<file path="src/rtl/spi_bus_arb.sv">
// Round-robin arbiter that shares one SPI master register bus among NREQ requesters.
// Each transaction runs IDLE -> ISSUE -> WAIT_ACK -> DONE and is bounded by a TIMEOUT watchdog.
module spi_bus_arb #(
  parameter int unsigned NREQ    = 3,
  parameter int unsigned TIMEOUT = 255
) (
  input  logic              clk,
  input  logic              reset_l,
  input  logic [7*NREQ-1:0] req_addr,
  input  logic [8*NREQ-1:0] req_wr_data,
  input  logic [NREQ-1:0]   req_re,
  input  logic [NREQ-1:0]   req_we,
  output logic [NREQ-1:0]   req_ack,
  output logic [7:0]        req_rd_data,
  output logic              req_err,
  output logic [6:0]        bus_addr,
  output logic [7:0]        bus_wr_data,
  output logic              bus_re,
  output logic              bus_we,
  input  logic [7:0]        bus_rd_data,
  input  logic              bus_ack,
  output logic [1:0]        grant,
  output logic              busy
);

  typedef enum logic [1:0] {StIdle, StIssue, StWaitAck, StDone} state_e;

  localparam logic [9:0] TimeoutCnt = 10'(TIMEOUT);
  localparam logic [1:0] LastIdx    = 2'(NREQ - 1);

  state_e     state_q, state_d;
  logic [6:0] addr_q, addr_d;
  logic [7:0] wdata_q, wdata_d;
  logic       op_we_q, op_we_d;
  logic [1:0] grant_q, grant_d;
  logic [1:0] last_q, last_d;
  logic [9:0] cnt_q, cnt_d;
  logic [7:0] rdata_q, rdata_d;
  logic       err_q, err_d;

  logic [3:0] pend_ext;
  logic [1:0] cand;
  logic       sel_vld;
  logic [1:0] sel_idx;
  logic [6:0] sel_addr;
  logic [7:0] sel_wdata;
  logic       sel_we;

  // Round-robin pick: scan from farthest to nearest after last_q so the nearest requester wins.
  always_comb begin
    pend_ext             = '0;
    pend_ext[NREQ-1:0]   = req_re | req_we;
    sel_vld              = 1'b0;
    sel_idx              = '0;
    cand                 = '0;
    for (int k = int'(NREQ); k >= 1; k--) begin
      cand = 2'((int'(last_q) + k) % int'(NREQ));
      if (pend_ext[cand]) begin
        sel_vld = 1'b1;
        sel_idx = cand;
      end
    end
  end

  always_comb begin
    sel_addr  = '0;
    sel_wdata = '0;
    sel_we    = 1'b0;
    for (int i = 0; i < int'(NREQ); i++) begin
      if (sel_idx == 2'(i)) begin
        sel_addr  = req_addr[7*i +: 7];
        sel_wdata = req_wr_data[8*i +: 8];
        sel_we    = req_we[i];
      end
    end
  end

  always_comb begin
    state_d = state_q;
    addr_d  = addr_q;
    wdata_d = wdata_q;
    op_we_d = op_we_q;
    grant_d = grant_q;
    last_d  = last_q;
    cnt_d   = cnt_q;
    rdata_d = rdata_q;
    err_d   = err_q;
    unique case (state_q)
      StIdle: begin
        if (sel_vld) begin
          addr_d  = sel_addr;
          wdata_d = sel_wdata;
          // A simultaneous read stays pending on req_re and wins a later arbitration.
          op_we_d = sel_we;
          grant_d = sel_idx;
          state_d = StIssue;
        end
      end
      StIssue: begin
        cnt_d   = '0;
        state_d = StWaitAck;
      end
      StWaitAck: begin
        cnt_d = cnt_q + 10'd1;
        if (bus_ack) begin
          rdata_d = op_we_q ? 8'h00 : bus_rd_data;
          err_d   = 1'b0;
          state_d = StDone;
        end else if (cnt_d == TimeoutCnt) begin
          rdata_d = 8'hFF;
          err_d   = 1'b1;
          state_d = StDone;
        end
      end
      StDone: begin
        last_d  = grant_q;
        state_d = StIdle;
      end
      default: state_d = StIdle;
    endcase
  end

  always_ff @(posedge clk or negedge reset_l) begin
    if (!reset_l) begin
      state_q <= StIdle;
      addr_q  <= '0;
      wdata_q <= '0;
      op_we_q <= 1'b0;
      grant_q <= '0;
      last_q  <= LastIdx;
      cnt_q   <= '0;
      rdata_q <= '0;
      err_q   <= 1'b0;
    end else begin
      state_q <= state_d;
      addr_q  <= addr_d;
      wdata_q <= wdata_d;
      op_we_q <= op_we_d;
      grant_q <= grant_d;
      last_q  <= last_d;
      cnt_q   <= cnt_d;
      rdata_q <= rdata_d;
      err_q   <= err_d;
    end
  end

  always_comb begin
    bus_addr    = addr_q;
    bus_wr_data = wdata_q;
    bus_re      = (state_q == StIssue) && !op_we_q;
    bus_we      = (state_q == StIssue) && op_we_q;
    grant       = grant_q;
    busy        = (state_q != StIdle);
    req_ack     = (state_q == StDone) ? (NREQ'(1) << grant_q) : '0;
    req_rd_data = (state_q == StDone) ? rdata_q : 8'h00;
    req_err     = (state_q == StDone) && err_q;
  end

endmodule
</file>
<file path="config.mk">
export PLATFORM = sky130hd
export DESIGN_NAME = spi_bus_arb
export DESIGN_NICKNAME = d
export VERILOG_FILES = /design/src/rtl/spi_bus_arb.sv
export SDC_FILE = /design/constraint.sdc
export NUM_CORES = 1
export LEC_CHECK = 0
export CAP_MARGIN = 5
export CORE_MARGIN = 1
export CORE_UTILIZATION = 45
export CTS_CLUSTER_DIAMETER = 100
export DETAILED_ROUTE_END_ITERATION = 10
export PLACE_DENSITY = 0.78
export SYNTH_ARGS = -nofsm -noshare
export SYNTH_HDL_FRONTEND = slang
export SYNTH_SLANG_ARGS = --single-unit
</file>
<file path="constraint.sdc">
create_clock -name clk -period 2.9 [get_ports clk]
set_input_delay 0.87 -clock clk [delete_from_list [all_inputs] [get_ports clk]]
set_output_delay 0.87 -clock clk [all_outputs]
set_load 0.02 [all_outputs]
</file>
# After elaboration in Yosys (flattened, before gate mapping)
# Index checks and enable logic that the tools add are counted.
totals:
  reg_bits: 41
  output_inout_bits: 32
  wordCells: 74
op_classes:
  n_addsub: 4
  n_div: 3
  n_lt_le_gt_ge: 3
  eq_ne: 8
  n_shift: 1
  muxes: 33
  bitwise: 1
  reduce_logical: 12
op_table:
  columns: ["operator", "count"]
  rows:
  - ["32-bit by 3-bit modulo with 32-bit output (second input constant)", 3]
  - ["8-bit two-way mux", 7]
  - ["7-bit two-way mux", 3]
  - ["10-bit one-hot mux with 2 select lines", 1]
  - ["2-bit two-way mux", 6]
  - ["1-bit two-way mux", 11]
  - ["10-bit by 1-bit adder with 10-bit output (second input constant)", 1]
  - ["10-bit by 8-bit equality test with 1-bit output (second input constant)", 1]
  - ["2-bit by 3-bit less-than comparator with 1-bit output (second input constant)", 3]
  - ["2-bit one-hot mux with 4 select lines", 1]
  - ["2-bit by 2-bit adder with 3-bit output (second input constant)", 2]
  - ["1-bit binary-select mux with 2-bit select", 3]
  - ["2-bit equality test (second input constant)", 3]
  - ["2-bit AND reduction", 3]
  - ["2-bit nonzero test", 3]
  - ["2-bit by 1-bit equality test with 1-bit output (second input constant)", 2]
  - ["2-bit zero test", 2]
  - ["2-bit by 1-bit adder with 3-bit output (second input constant)", 1]
  - ["1-bit logical AND", 3]
  - ["3-bit two-way mux", 1]
  - ["3-bit != test (second input constant)", 1]
  - ["3-bit bitwise OR", 1]
  - ["1-bit by 2-bit left shift with 3-bit output (first input constant)", 1]
  - ["2-bit != test (second input constant)", 1]
  - ["1-bit zero test", 1]

# Logic depth before layout (Yosys ltp)
logic_depth:
  word_depth: 11
  ltp_mapped: 11
  mapped_depth_nobuf: 8

# Worst setup path after synthesis
# Ideal clock, no wire load.
synth_path:
  path_kind: "input port to flip-flop"
  from: "input port req_we[1]"
  to: "register addr_q[0] (netlist: bus_addr[0])"
  setup_time_ns: 0.110
  arrival_ns: 2.269
  required_ns: 2.790
  setup_slack_ns: 0.521
  path_stages: 8
  n_path_buf: 2
  path_cell_list: "nor2_1 -> a21oi_1 -> o21ai_0 -> o21a_1 -> buf_2 -> buf_2 -> a21oi_1 -> o41ai_1"
synth_via:
  elab_chain_len: 10
synth_rtl:
  columns: ["item", "line_no", "text"]
  rows:
  - ["from (decl)", "12", "input logic [NREQ-1:0] req_we,"]
  - ["3-bit bitwise OR *", "52", "pend_ext[NREQ-1:0] = req_re | req_we;"]
  - ["1-bit binary-select mux with 2-bit select", "58", "if (pend_ext[cand]) begin"]
  - ["1-bit two-way mux (implied by the code)", "58", null]
  - ["2-bit two-way mux (3 in series)", "58", null]
  - ["2-bit zero test", "70", "if (sel_idx == 2'(i)) begin"]
  - ["7-bit two-way mux (3 in series)", "70", null]
  - ["to (signal assigned)", "136", "addr_q <= addr_d;"]
  - ["to (decl)", "32", "logic [6:0] addr_q, addr_d;"]
# Mark *: on every way between the ends. The rest lies on a longest branch, timed or not. The select of a mux whose other input is x is not followed.
# A chain may end at the register's enable or synchronous reset.

# Worst setup path after layout
layout_path:
  from: "register state_q[1]"
  to: "output port req_ack[0]"
layout_via:
  elab_chain_len: 2
layout_rtl:
  columns: ["item", "line_no", "text"]
  rows:
  - ["from (decl)", "31", "state_e state_q, state_d;"]
  - ["from (signal assigned)", "125", "state_q <= StIdle;"]
  - ["from (signal assigned)", "135", "state_q <= state_d;"]
  - ["2-bit equality test", "154", "req_ack = (state_q == StDone) ? (NREQ'(1) << grant_q) : '0;"]
  - ["3-bit two-way mux", "154", null]
  - ["to (decl)", "13", "output logic [NREQ-1:0] req_ack,"]
# No other way between the ends.

==> metrics.md <==
| Metric | Value |
|---|---|
| Status | `finished clean` |
| Unrepaired setup endpoints after global routing | `no` |
| Dominant cell type by area after synthesis | `dfrtp_1` |
| Top cells by count, synth | `dfrtp_1, nand2_1, a21oi_1` |
| Die area | `6150 sq um` |
| DIE HEIGHT | `78.4 um` |
| Synth area leaders | `dfrtp_1, nand2_1, ha_1, nor3b_1, a21oi_1` |
| Reg-to-Reg End | `bus_addr[1]$_DFFE_PN0P_` |
| Peak supply drop | `0.591 mV` |
| FFs w/ async S/R, synth | `100%` |
| Final cell count without fillers | `459` |
| H-tree depth | `2` |
| Most common cell in the netlist | `dfrtp_1` |
| Post-Syn Area | `2630 sq um` |
| Min Tclk post-route | `2.78 ns` |
| Switch share | `42.2%` |
| Crit. End Element | `output port` |
| Placed Area | `3680 sq um` |
| Crit path from | `state_q[1]$_DFFE_PN0P_` |
| Normalized max-slew margin | `36.6%` |
| Total track usage | `22.6%` |
| Die width | `78.4 um` |
| Vias in the first global route | `2349` |
| DR pass1 iterations | `4` |
| CTS sink cnt | `41` |
| Crit path buf inv count | `1` |
| Ant. Diodes | `0` |
| Top Ports | `94` |
| Crit path max fanout | `15` |
| Clk buf depth | `2` |
| CP max stage cell | `clkdlybuf4s50_1` |
| Setup-failing EPs final | `0` |
| Std-Cell Rows | `27` |
| Final Hold Vio Count | `0` |
| Critical path depth | `3` |
| Clock power share | `12.0%` |
| Detailed-route via count | `2491` |
| CTS tree | `done` |
| Final RePlAce weighted congestion | `0.798` |
| Post-synth EDFFs | `0` |
| Max-Cap Viols | `0` |
| Max incr delay on CP | `0.63 ns` |
| Syn_nets | `365` |
| CP Launch Type | `flip-flop` |
| Nets | `457` |
| I/O Buffers | `93` |
| P&R area growth vs syn | `44.1%` |
| HP Class | `reg2reg` |
| Routed len/inst | `14.7 um` |
| P_int | `2200 uW` |
| Setup crit end | `req_ack[0]` |
| Tot Pwr | `3820 uW` |
| First-pass GRT wire length | `11.0 mm` |
| Reg-to-Reg Start | `last_q[1]$_DFFE_PN1P_` |
| Final Cycle Share | `95.9%` |
| Switch Pwr | `1610 uW` |
| Sequential-to-total area share from yosys stat | `39.1%` |
| Sequential share of power | `25.3%` |
| Critical path type | `reg2out` |
| DR vias/cell | `5.43` |
| Combinational share of power | `62.6%` |
| Pin count of the biggest net entering global routing | `42` |
| Setup_tns | `0 ns` |
| Distinct cells, synth | `51` |
| Pleak | `0.00154 uW` |
| Warnings, synthesis | `0` |
| Cell family with most CP delay | `buffers and inverters` |
| CTS clk-pin slew, worst paths | `0.08 ns` |
| Cts bufs inserted | `5` |
| Maximum clock rate | `359 MHz` |
| Fin area | `3790 sq um` |
| Final Util | `67.9%` |
| CTS root buffer | `clkbuf_8` |
| Reg2reg path depth | `8` |
| Initial antenna violation count | `0` |
| Mean Syn Cell Area | `8.94 sq um` |
| Antenna viol nets, final | `0` |
| WP data required | `2.03 ns` |
| Clock skew | `0.0109 ns` |
| Total power divided by cell area | `1010 nW/um^2` |
| Flop-to-flop setup slack | `0.37 ns` |
| Post-Syn Instances | `294` |
| Post-synthesis register bit count | `41` |
| WP data arrival | `1.91 ns` |
| Placed Cells | `451` |
| Prevailing post-synth register cell | `dfrtp_1` |
| Final wirelength | `6.74 mm` |
| GR Overflow Total | `0` |
| Starting density of the core | `47.2%` |
| Core area | `5570 sq um` |
| Actual slew at the worst max-slew pin | `0.951 ns` |
| Slew Viols, Final | `0` |
| Layout cells sized above 1 | `9.30%` |
| Yosys top cell area share | `38.1%` |
| Worst-skew pair later-pin latency | `0.30 ns` |
| Cell Chain, Critical Path | `ha_2 -> nor3b_1 -> clkdlybuf4s50_1` |
| DP HPWL | `4.86 mm` |
| Drt drc | `0` |
| DR iter-0 viols | `136` |
flip-flops by register name (all words and copies together), names as in the netlist:
name         cells
state_q          2
op_we_q          1
last_q           2
grant            2
bus_addr         7
err_q            1
rdata_q          8
bus_wr_data      8
cnt_q           10
placed cells by master (no fill, tap or decap), types with 9 or more instances in the layout:
cell	synthesis	final
buf_4	0	10
nand2_1	31	31
o41ai_1	11	11
clkdlybuf4s50_1	0	92
dfrtp_1	40	40
o21ai_0	14	14
a21oi_1	21	21
nor2_1	19	19
nand2b_1	9	9
nand3_1	9	9
inv_1	17	17
nor3b_1	15	15
and2_1	12	12
metrics by stage:
stage	hold slack [ns]	setup slack, ns
after floorplan	0.455	0.521
after global placement	0.457	0.0254
after detailed placement	0.466	-0.00652
after CTS	0.484	0.00197
after global routing	0.499	0.00964
final	0.476	0.118
power by group through the flow:
| stage | combinational, uW | clock, uW | sequential [uW] |
|---|---|---|---|
| after detailed placement | 2380 | 0 | 972 |
| final | 2390 | 459 | 966 |
| after global routing | 2610 | 488 | 998 |
| after floorplan | 1410 | 0 | 1060 |
| after CTS | 2400 | 468 | 963 |
| after global placement | 2320 | 0 | 967 |
metal layers:
metal / wire, um / GRT usage [%] / share of wire (%)
met1: 3020 / 30.9 / 45
met2: 3310 / 36.4 / 49
met3: 351 / 3.95 / 5.2
met4: 63 / 6.85 / 0.93
met5: 0 / 0 / 0
final cells by class:
cell class | instances | area [sq um]
clock buffer | 6 | 72.6
clock inverter | 2 | 35.0
fill | 452 | 1790
inverter | 17 | 63.8
multi-input combinational | 216 | 1460
sequential | 41 | 1030
tap | 72 | 90.1
timing repair buffer | 105 | 1040
cells by family after synthesis:
| kind of cell | count (synthesis) | synth area share (%) |
|---|---|---|
| flip-flops | 41 | 39.1 |
| XOR/XNOR | 4 | 1.33 |
| AO/OA/AOI/OAI | 79 | 21.1 |
| buffers and inverters | 37 | 5.57 |
| multiplexers | 12 | 4.85 |
| adder cells (fa/ha/maj) | 10 | 4.66 |
| AND/OR/NAND/NOR | 111 | 23.4 |
worst min path at each step:
stage	startpoint	endpoint	slack, ns	cells past startpoint
after floorplan	err_q$_DFFE_PN0P_	err_q$_DFFE_PN0P_	0.46	2
after global placement	bus_wr_data[7]$_DFFE_PN0P_	bus_wr_data[7]$_DFFE_PN0P_	0.46	2
after detailed placement	bus_wr_data[7]$_DFFE_PN0P_	bus_wr_data[7]$_DFFE_PN0P_	0.47	2
after CTS	bus_wr_data[7]$_DFFE_PN0P_	bus_wr_data[7]$_DFFE_PN0P_	0.48	2
after global routing	bus_wr_data[7]$_DFFE_PN0P_	bus_wr_data[7]$_DFFE_PN0P_	0.50	2
final	bus_wr_data[5]$_DFFE_PN0P_	bus_wr_data[5]$_DFFE_PN0P_	0.48	2
what timing repair did:
item / 4_1_cts / 5_1_grt
gates resized for setup: 0 / 1
hold buffers: 0 / 0
endpoints found under the setup margin: 0 / 12
setup buffers: 0 / 0
worst reg2reg max path, delay by kind of cell (launching register included):
| family | cells | cell delay, ns |
|---|---|---|
| buf+inv | 1 | 0.16 |
| compound gates | 4 | 0.84 |
| simple gates | 2 | 0.51 |
| fa+ha+maj | 1 | 0.35 |
| flops | 1 | 0.55 |
Note: power is estimated with default switching activity, not from simulation.
==> RTL edit, RTL diff (same flow settings) <==
Re-encode `state_e` (4 states) as one-hot, 4 bits wide.
--- a/src/rtl/spi_bus_arb.sv
+++ b/src/rtl/spi_bus_arb.sv
@@ -23,7 +23,7 @@
   output logic              busy
 );
 
-  typedef enum logic [1:0] {StIdle, StIssue, StWaitAck, StDone} state_e;
+  typedef enum logic [3:0] {StIdle = 4'b0001, StIssue = 4'b0010, StWaitAck = 4'b0100, StDone = 4'b1000} state_e;
 
   localparam logic [9:0] TimeoutCnt = 10'(TIMEOUT);
   localparam logic [1:0] LastIdx    = 2'(NREQ - 1);
Behaviour: same outputs for any inputs over 4 cycles, from zero or initial values and one cycle with reset_l low; so few cycles prove little.
==> RTL edit against the unedited design <==
  * Cell area increased by 2.9%
  * Critical path depth increased by 1
  * Sequential cell count increased by 2
  * Worst setup slack got worse by 0.040 ns
  * Total power decreased by 12%
  * Non-clock buffer count increased by 3
  * Wire length decreased by 3.6%
  * Synthesized area increased by 5.7%
==> RTL edit: results (changes against the unedited design) <==
Transition time at the pin with the least slew margin: 0.683 ns (-0.268 ns). The layout cell share with drive strength beyond 1 was 8.27% (-1.0 points). The first-pass GRT wire length is 11000 um (+0.13%).

The tools report the number of unique standard cell types used by synthesis as 52 (+2.0%). The critical-path maximum fanout was 8 (-7); the cell leakage power was 1.71 nW (+11%). For the last weighted congestion value of the routability-driven placer, the log shows 0.839 (+5.1%). The maximum number of pins on one net before global-route repair came out at 32 (-24%).

The tools report the startpoint of the worst register-to-register path as last_q[1]. The number of vias per cell after detailed routing works out to 5.51 (+1.5%). In this run the most critical hold path is launched from err_q. The wire length the detailed router placed on met1 is 2820 um (-6.6%), and the fill cell instance count of the final layout is 531 (+17%).

The worst-case clock skew was 0.00724 ns (-0.00368 ns). The fraction of the yosys area taken by sequential cells is 38.8% (-0.27 points). The placed instance area is 3780 um2 (+2.8%). The run gives 438 um (+25%) as the routed length on met3. The sum of met2 wire segment lengths after detailed routing was 3140 um (-5.0%).

The tools report the arrival time reported for the critical path endpoint as 1.95 ns (+0.04 ns). The number of nets in the synthesized netlist is 375 (+2.7%), and the length in cells of the worst reg-to-reg path is 7 (-1). The via count of the first global-routing pass was 2602 (+11%).

The min-delay analysis places its worst path in the category flop to flop. The number of nets in the final layout came out at 465 (+1.8%). The tree is rooted in a sky130_fd_sc_hd__clkbuf_8. The tools report the count of warnings emitted by yosys as 0 (unchanged).

The routed length per instance came out at 13.7 um (-6.7%). The commonest cells after synthesis are sky130_fd_sc_hd__dfrtp_1, sky130_fd_sc_hd__nor2_1, sky130_fd_sc_hd__a31oi_1, sky130_fd_sc_hd__o211ai_1. The detailed router's first-iteration violation count was 115 (-15%); the half-perimeter wire length of the detailed placement result was 4950 um (+1.7%).

Yosys attributes the largest share of cell area to sky130_fd_sc_hd__dfrtp_1, sky130_fd_sc_hd__mux2i_1, sky130_fd_sc_hd__nor2_1. The peak supply drop came out at 0.455 mV (-23%). For the global-route usage over all layers, the log shows 21.5% (-1.0 points). The clock transition at the registers of the reported paths came out at 0.08 ns (about the same). The run finished with clean final reports. For the antenna diode count, the log shows 0 (unchanged).
RTL edit: layer usage:
layer / global-route usage (%) / vias up
met4: 5.54 / 0
met5: 0 / -
li1: - / 1307
met1: 25.1 / 1199
met3: 5.57 / 11
met2: 38.8 / 94
RTL edit: timing repair:
| item | 4_1_cts | 5_1_grt |
|---|---|---|
| cloned | 0 | 0 |
| buffers inserted | 0 | 0 |
| resized for setup | 1 | 7 |
| endpoints found under the setup margin | 1 | 7 |
RTL edit: kinds of logic (layout without fill, tap and decap cells):
kind of cell / after synthesis / count (layout) / synth area share [%]
AND/OR/NAND/NOR: 117 / 117 / 22.1
XOR/XNOR: 5 / 5 / 1.58
flip-flops: 43 / 43 / 38.8
adder cells (fa/ha/maj): 6 / 6 / 2.61
buffers and inverters: 31 / 122 / 6.35
multiplexers: 16 / 16 / 5.76
AO/OA/AOI/OAI: 90 / 90 / 22.8
RTL edit: metrics by stage:
stage               utilization, %  hold WS (ns)  cells  worst slack, ns
detailed placement            63.5         0.478    466           0.0699
CTS                           65.1         0.498    474           0.0118
floorplan                        -         0.440    308            0.483
finish                        65.4         0.496    474           0.0778
global placement              63.5         0.458    466            0.139
global route                  65.4         0.524    474          0.00348
RTL edit: worst max-delay path, cell delays in order, from the launching register on:
cell and delay, ns:
sky130_fd_sc_hd__dfrtp_1 0.42, sky130_fd_sc_hd__nor4b_2 0.32, sky130_fd_sc_hd__buf_4 0.20, sky130_fd_sc_hd__and2_1 0.12, sky130_fd_sc_hd__clkdlybuf4s50_1 0.59
RTL edit: worst paths after layout:
kind                                  end  slack, ns
setup / recovery           req_rd_data[5]       0.08
hold / removal                      err_q       0.50
setup reg to reg           bus_wr_data[5]       0.51
hold reg to reg                     err_q       0.50
max in group asynchronous     bus_addr[1]       1.71
min in group asynchronous        cnt_q[4]       0.52
RTL edit: where the power goes:
| group | total (mW) | switching (mW) | internal (mW) |
|---|---|---|---|
| combinational | 1.98 | 1.04 | 0.938 |
| clock | 0.399 | 0.205 | 0.194 |
| sequential | 0.990 | 0.170 | 0.820 |
| total | 3.37 | 1.42 | 1.95 |
RTL edit: cell type report:
cell class              count  area (um2)  share of cell area (%)
flip-flops and latches     43        1080                    27.7
well taps                  75        93.8                    2.41
clock inverters             2        16.3                   0.417
clock buffers               6        82.6                    2.12
inverters                   6        22.5                   0.578
repair buffers            108        1070                    27.4
multi-input cells         234        1540                    39.4
